==> src/rtl/hash160_pkg.sv <==
// Shared types and constants for the Hash160 job scheduler.
package hash160_pkg;

  typedef enum logic [2:0] {
    S_IDLE,
    S_LOAD,
    S_PAD,
    S_START,
    S_WAIT,
    S_RESP
  } state_e;

  localparam int          SHA256_BLOCK_BYTES = 64;
  localparam logic [7:0]  PAD_BYTE           = 8'h80;
  localparam int          LEN_FIELD_BYTES    = 8;
  localparam int          RIPEMD160_DIGEST_W = 160;

endpackage

==> src/rtl/rr_arbiter.sv <==
// Round-robin pick: first set request searching upward from last_grant+1.
module rr_arbiter #(
  parameter int NUM_REQ = 4,
  parameter int ID_W    = 2
) (
  input  logic [NUM_REQ-1:0] req,
  input  logic [ID_W-1:0]    last_grant,
  output logic [NUM_REQ-1:0] gnt_oh,
  output logic [ID_W-1:0]    gnt_idx
);

  int   idx;
  logic found;

  // Walk the NUM_REQ positions after last_grant, wrapping, and take the first hit.
  always_comb begin
    gnt_oh  = '0;
    gnt_idx = '0;
    found   = 1'b0;
    idx     = 0;
    for (int k = 1; k <= NUM_REQ; k++) begin
      idx = int'(last_grant) + k;
      if (idx >= NUM_REQ) idx = idx - NUM_REQ;
      if (!found && req[ID_W'(idx)]) begin
        found               = 1'b1;
        gnt_idx             = ID_W'(idx);
        gnt_oh[ID_W'(idx)]  = 1'b1;
      end
    end
  end

endmodule

==> src/rtl/hash160_job_scheduler.sv <==
// Shares one Hash160 core among NUM_REQ byte-streaming requesters:
// arbitrate, collect message, pad to one SHA-256 block, run core, respond.
module hash160_job_scheduler
  import hash160_pkg::*;
#(
  parameter int NUM_REQ = 4,
  parameter int ID_W    = 2,
  parameter int MAX_LEN = 55,
  parameter int TIMEOUT = 2047
) (
  input  logic                          clk,
  input  logic                          rst,
  input  logic [NUM_REQ-1:0]            req_valid,
  input  logic [8*NUM_REQ-1:0]          req_byte,
  input  logic [NUM_REQ-1:0]            req_last,
  output logic [NUM_REQ-1:0]            req_ready,
  output logic [8*SHA256_BLOCK_BYTES-1:0] core_m,
  output logic                          core_start,
  input  logic                          core_done,
  input  logic [RIPEMD160_DIGEST_W-1:0] core_digest,
  output logic                          rsp_valid,
  input  logic                          rsp_ready,
  output logic [ID_W-1:0]               rsp_id,
  output logic [RIPEMD160_DIGEST_W-1:0] rsp_digest,
  output logic                          rsp_err,
  output logic                          busy
);

  localparam int                CNT_W    = $clog2(SHA256_BLOCK_BYTES);
  localparam int                TMO_W    = $clog2(TIMEOUT + 1);
  localparam logic [CNT_W-1:0]  LAST_IDX = CNT_W'(SHA256_BLOCK_BYTES - 1);

  // Byte i of the block lives in buf[63-i] so the packed vector is big-endian.
  typedef logic [SHA256_BLOCK_BYTES-1:0][7:0] blk_t;

  state_e                        state_q, state_d;
  logic [ID_W-1:0]               grant_q, grant_d, last_grant_q, last_grant_d;
  logic [NUM_REQ-1:0]            grant_oh_q, grant_oh_d;
  blk_t                          buf_q, buf_d;
  logic [CNT_W-1:0]              cnt_q, cnt_d, len_q, len_d;
  logic                          ovf_q, ovf_d;
  logic [TMO_W-1:0]              tmo_q, tmo_d;
  logic [RIPEMD160_DIGEST_W-1:0] dig_q, dig_d;
  logic                          err_q, err_d;

  logic [NUM_REQ-1:0][7:0]       req_bytes;
  logic [NUM_REQ-1:0]            arb_oh;
  logic [ID_W-1:0]               arb_idx;
  logic                          acc;

  assign req_bytes = req_byte;

  rr_arbiter #(.NUM_REQ(NUM_REQ), .ID_W(ID_W)) u_arb (
    .req        (req_valid),
    .last_grant (last_grant_q),
    .gnt_oh     (arb_oh),
    .gnt_idx    (arb_idx)
  );

  // Job sequencing, buffer fill/pad, timeout and response outputs.
  always_comb begin
    state_d      = state_q;
    grant_d      = grant_q;
    grant_oh_d   = grant_oh_q;
    last_grant_d = last_grant_q;
    buf_d        = buf_q;
    cnt_d        = cnt_q;
    len_d        = len_q;
    ovf_d        = ovf_q;
    tmo_d        = tmo_q;
    dig_d        = dig_q;
    err_d        = err_q;
    req_ready    = '0;
    core_m       = '0;
    core_start   = 1'b0;
    rsp_valid    = 1'b0;
    rsp_id       = '0;
    rsp_digest   = '0;
    rsp_err      = 1'b0;
    busy         = (state_q != S_IDLE);
    acc          = 1'b0;
    case (state_q)
      S_IDLE: begin
        if (|req_valid) begin
          grant_d    = arb_idx;
          grant_oh_d = arb_oh;
          state_d    = S_LOAD;
        end
      end
      S_LOAD: begin
        req_ready = grant_oh_q;
        acc       = |(req_valid & grant_oh_q);
        if (acc) begin
          if (ovf_q || cnt_q == CNT_W'(MAX_LEN)) begin
            // Too long for one block: drop bytes, report error without the core.
            ovf_d = 1'b1;
            if (req_last[grant_q]) begin
              err_d   = 1'b1;
              dig_d   = '0;
              state_d = S_RESP;
            end
          end else begin
            buf_d[LAST_IDX - cnt_q] = req_bytes[grant_q];
            cnt_d = cnt_q + 1'b1;
            if (req_last[grant_q]) begin
              len_d   = cnt_q + 1'b1;
              state_d = S_PAD;
            end
          end
        end
      end
      S_PAD: begin
        for (int i = 0; i < SHA256_BLOCK_BYTES - LEN_FIELD_BYTES; i++) begin
          if (i == int'(len_q))     buf_d[SHA256_BLOCK_BYTES-1-i] = PAD_BYTE;
          else if (i > int'(len_q)) buf_d[SHA256_BLOCK_BYTES-1-i] = 8'h00;
        end
        buf_d[LEN_FIELD_BYTES-1:0] = 64'({len_q, 3'b000});
        state_d = S_START;
      end
      S_START: begin
        core_m     = buf_q;
        core_start = 1'b1;
        tmo_d      = '0;
        state_d    = S_WAIT;
      end
      S_WAIT: begin
        core_m = buf_q;
        // A completion in the final timeout cycle still counts as success.
        if (core_done) begin
          dig_d   = core_digest;
          err_d   = 1'b0;
          state_d = S_RESP;
        end else if (tmo_q == TMO_W'(TIMEOUT)) begin
          dig_d   = '0;
          err_d   = 1'b1;
          state_d = S_RESP;
        end else begin
          tmo_d = tmo_q + 1'b1;
        end
      end
      S_RESP: begin
        rsp_valid  = 1'b1;
        rsp_id     = grant_q;
        rsp_digest = dig_q;
        rsp_err    = err_q;
        if (rsp_ready) begin
          last_grant_d = grant_q;
          buf_d        = '0;
          cnt_d        = '0;
          len_d        = '0;
          ovf_d        = 1'b0;
          tmo_d        = '0;
          dig_d        = '0;
          err_d        = 1'b0;
          state_d      = S_IDLE;
        end
      end
      default: state_d = S_IDLE;
    endcase
  end

  // State and datapath registers.
  always_ff @(posedge clk or posedge rst) begin
    if (rst) begin
      state_q      <= S_IDLE;
      grant_q      <= '0;
      grant_oh_q   <= '0;
      last_grant_q <= ID_W'(NUM_REQ - 1);
      buf_q        <= '0;
      cnt_q        <= '0;
      len_q        <= '0;
      ovf_q        <= 1'b0;
      tmo_q        <= '0;
      dig_q        <= '0;
      err_q        <= 1'b0;
    end else begin
      state_q      <= state_d;
      grant_q      <= grant_d;
      grant_oh_q   <= grant_oh_d;
      last_grant_q <= last_grant_d;
      buf_q        <= buf_d;
      cnt_q        <= cnt_d;
      len_q        <= len_d;
      ovf_q        <= ovf_d;
      tmo_q        <= tmo_d;
      dig_q        <= dig_d;
      err_q        <= err_d;
    end
  end

endmodule
==> config.mk <==
export PLATFORM = sky130hd
export DESIGN_NAME = hash160_job_scheduler
export DESIGN_NICKNAME = d
export VERILOG_FILES = /design/src/rtl/hash160_pkg.sv /design/src/rtl/rr_arbiter.sv /design/src/rtl/hash160_job_scheduler.sv
export SDC_FILE = /design/constraint.sdc
export NUM_CORES = 2
export LEC_CHECK = 0
export ABC_AREA = 1
export CAP_MARGIN = 10
export CORE_AREA = 2 2 341 343
export CTS_CLUSTER_SIZE = 30
export DETAILED_ROUTE_END_ITERATION = 8
export DIE_AREA = 0 0 343 345
export GPL_TIMING_DRIVEN = 0
export PLACE_DENSITY = 0.64
export SLEW_MARGIN = 40
export SYNTH_ARGS = -nofsm -noshare
export SYNTH_HDL_FRONTEND = slang
export SYNTH_SLANG_ARGS = --single-unit
==> constraint.sdc <==
create_clock -name clk -period 52.1 [get_ports clk]
set_input_delay 15.63 -clock clk [delete_from_list [all_inputs] [get_ports clk]]
set_output_delay 15.63 -clock clk [all_outputs]
set_load 0.01 [all_outputs]
==> out/results.tsv <==
stage	metric	value	unit
worst_setup_path	arrival time of data at the critical path endpoint	3930	ps
floorplan	starting density of the core	0.340	
route	length of the first detailed-routing pass in iterations	6	
route	DR vias/cell	5.22	
power	switching component of the power	1580	uW
final_layout	post-layout net count	6867	
grt	pin count of the biggest net entering global routing	77	
grt	antenna violations before repair	19	
cts	total number of H-tree levels	3	
cts	setup repair bufs after CTS	0	
yosys	share of flip-flops with an asynchronous set or reset	1.00	
outcome	run status	finished clean	
timing	highest clock rate	51.1	MHz
yosys	Post-synth EDFFs	0	
cts	clk buf depth	3	
cts	root buffer cell	clkbuf_16	
place	post-detail-place hpwl	164000	um
floorplan	Core Region	115000	sq um
grt	GRT Total Usage	0.348	
cts	CTS tree	built	
worst_setup_path	type of the worst setup path	flop to output pin	
worst_setup_path	crit start category	flop	
worst_setup_path	endpoint class of the critical path	output pin	
timing	worst slew margin relative to its limit	0.337	
yosys	post-synthesis net count	5881	
worst_setup_path	r2r setup slk	48760	ps
worst_setup_path	data required time at the worst endpoint	36470	ps
power	Power per Cell Area	58.3	nW/um^2
place	number of buffers inserted by port buffering	885	
yosys	top flip-flop cell by instance count after synthesis	dfrtp_1	
worst_setup_path	crit-path max cell delay	640	ps
route	total via count in the routed design	43000	
route	wire length reported by the detailed router	212000	um
timing	total negative slack	0	ps
cts	CTS Sinks	708	
final_layout	utilization after layout	0.461	
worst_setup_path	cell family with the largest share of critical-path delay	buffers and inverters	
yosys	Yosys warnings	0	
grt	Congestion Overflow GR	0	
floorplan	top-level I/O count	886	
timing	Setup-failing EPs final	0	
route	Initial DRC Count	4553	
yosys	average cell area after synthesis	6.90	sq um
yosys	Post-Synthesis Cell Area	39100	sq um
cts	insertion delay to the later sink of the worst-skew pair	680	ps
final_layout	ratio of cells with drive above 1 in the final layout	0.0640	
floorplan	Die Height	345	um
power	Final Total Pwr	3100	uW
yosys	number of library cell types mapped by synthesis	46	
yosys	sequential cell area fraction in the yosys report	0.453	
floorplan	die area	118000	sq um
worst_setup_path	worst path cell trace	inv_2 -> nand2_2 -> nor2_4 -> nor2_2 -> clkbuf_1 -> buf_2 -> nor2_1 -> clkdlybuf4s50_1	
power	leakage power summed over all cells	0.0216	uW
route	wire length per cell after detailed routing	25.7	um
job	number of violations of the max-capacitance limit	0	
grt	via count of the first global-routing pass	41000	
route	number of routed nets with antenna violations	0	
cts	quantity of gates resized following cts	0	
place	routability cong.	1.07	
power	Clk pwr share	0.200	
timing	RSZ-0062 raised after global routing	false	
timing	max-slew violations	0	
power	peak supply drop	35.4	uV
timing	Final Hold Violating Endpoints	0	
floorplan	horizontal die dimension	343	um
yosys	synthesized instance count	5667	
timing	post-layout minimum cycle time	19560	ps
cts	clk slew on worst S/H paths	60	ps
timing	Fin Clk Skew	34.0	ps
min_path	path class of the lowest-slack min-delay path	flop to flop	
timing	Least-Margin Pin Slew	995	ps
timing	ratio of final minimum period to clock period	0.375	
power	cell internal pwr	1520	uW
place	placement-stage worst setup slack	33310	ps
worst_setup_path	maximum fanout along the worst path	10	
yosys	register bit count reported by yosys	708	
worst_setup_path	buffer and inverter count on the worst path	4	
power	fraction of power spent switching nets	0.509	
power	fraction of power consumed by sequential logic	0.277	
cts	CTS Hold Buffers Added	0	
cts	number of buffers created by CTS	85	
grt	first-pass GRT wire length	295000	um
timing	setup slack after layout	32540	ps
floorplan	num rows	125	
worst_setup_path	Critical Path Slowest Stage Cell	clkdlybuf4s50_1	
power	fraction of power consumed by combinational cells	0.523	
final_layout	P&R area growth vs syn	35.7	%
route	post-detailed-route DRC marker count	0	
==> synthesized netlist by cell type, types with 12 or more instances <==
cell         n  area share
a21oi_1     29      0.0037
a22oi_1     17      0.0033
buf_2      119       0.015
buf_4       15      0.0029
buf_6       14      0.0040
buf_8       18      0.0069
clkbuf_1   150       0.014
dfrtp_1    706        0.45
inv_1      790       0.076
nand2_1   1714        0.16
nand3_1    163       0.021
nand4_1     58      0.0093
nor2_1     847       0.081
nor3_1      31      0.0040
o21ai_0    564       0.072
o21ai_1    279       0.036
o21ai_2     21      0.0047
o22ai_1     12      0.0019
o22ai_2     30      0.0096
==> worst register-to-register path: stages, from the launching register on <==
cell     delay [ps]
dfrtp_1         470
inv_2           140
nand3_2         380
nor2_1          770
inv_1           400
nor2_1          390
o21ai_0         200
nand2_1         300
nand2_1         100
o21ai_1         110
==> per-layer routing <==
metal | wire length [um] | share of wire | global-route usage | vias up
met3 | 19500 | 0.092 | 0.0837 | 587
met1 | 78800 | 0.37 | 0.413 | 20500
met2 | 96800 | 0.46 | 0.557 | 2384
met5 | 149 | 0.00070 | 0 | -
met4 | 16600 | 0.078 | 0.234 | 24
li1 | - | - | - | 19500
==> layout make-up <==
class                   instances  area, sq um
diodes                          5         12.5
plain buffers                 332         1820
clock buffers                 130         2530
clock inverters                20          275
fillers                     11800        62000
inverters                     803         3020
multi-input cells            3824        16600
flip-flops and latches        708        17700
well taps                    1524         1910
repair buffers                899         9190
==> power by group through the flow <==
stage	sequential, uW	clock, uW	combinational, uW
3_5_place_dp	860	0	1570
4_1_cts	854	622	1580
2_1_floorplan	828	0	871
6_report	859	619	1620
3_3_place_gp	857	0	1550
5_1_grt	879	644	1690
==> cell usage in the layout (no fill, tap or decap), types with 58 or more instances in the layout <==
cell	netlist	routed
clkbuf_1	150	157
clkdlybuf4s50_1	0	885
buf_2	119	123
nand3_1	163	163
nor2_1	847	843
o21ai_0	564	557
clkbuf_16	0	86
inv_1	790	789
dfrtp_1	706	706
nand2_1	1714	1713
o21ai_1	279	286
nand4_1	58	58
==> worst paths after layout <==
kind	startpoint	to	cells past startpoint
worst max-delay path	state_q[1]	core_m[287]	8
min in group asynchronous	rst	buf_q[492]	2
worst min-delay path	dig_q[14]	dig_q[14]	2
max in group asynchronous	rst	buf_q[10]	6
worst max register to register	state_q[0]	buf_q[155]	9
worst min register to register	dig_q[14]	dig_q[14]	2
==> sequential cells by signal (all words and copies together), names as in the netlist, named ones only <==
signal / flops
buf_q: 450
cnt_q: 6
dig_q: 160
err_q: 1
grant_oh_q: 4
grant_q: 2
last_grant_q: 2
len_q: 6
ovf_q: 1
state_q: 3
tmo_q: 11
==> cells by family after synthesis <==
group | count (synthesis) | share of synthesized area
AND/OR/NAND/NOR | 2840 | 0.285
buffers and inverters | 1135 | 0.123
AO/OA/AOI/OAI | 971 | 0.135
flip-flops | 708 | 0.453
adder cells (fa/ha/maj) | 10 | 0.00320
XOR/XNOR | 3 | 0.000672
==> through the flow <==
stage	area [sq um]	cells	hold WS (ps)
6_report	53100	8245	469
3_5_place_dp	50300	8090	458
5_1_grt	53100	8240	485
3_3_place_gp	49900	8076	454
2_1_floorplan	39100	5667	442
4_1_cts	53100	8240	472
(Power assumes the default switching activity.)
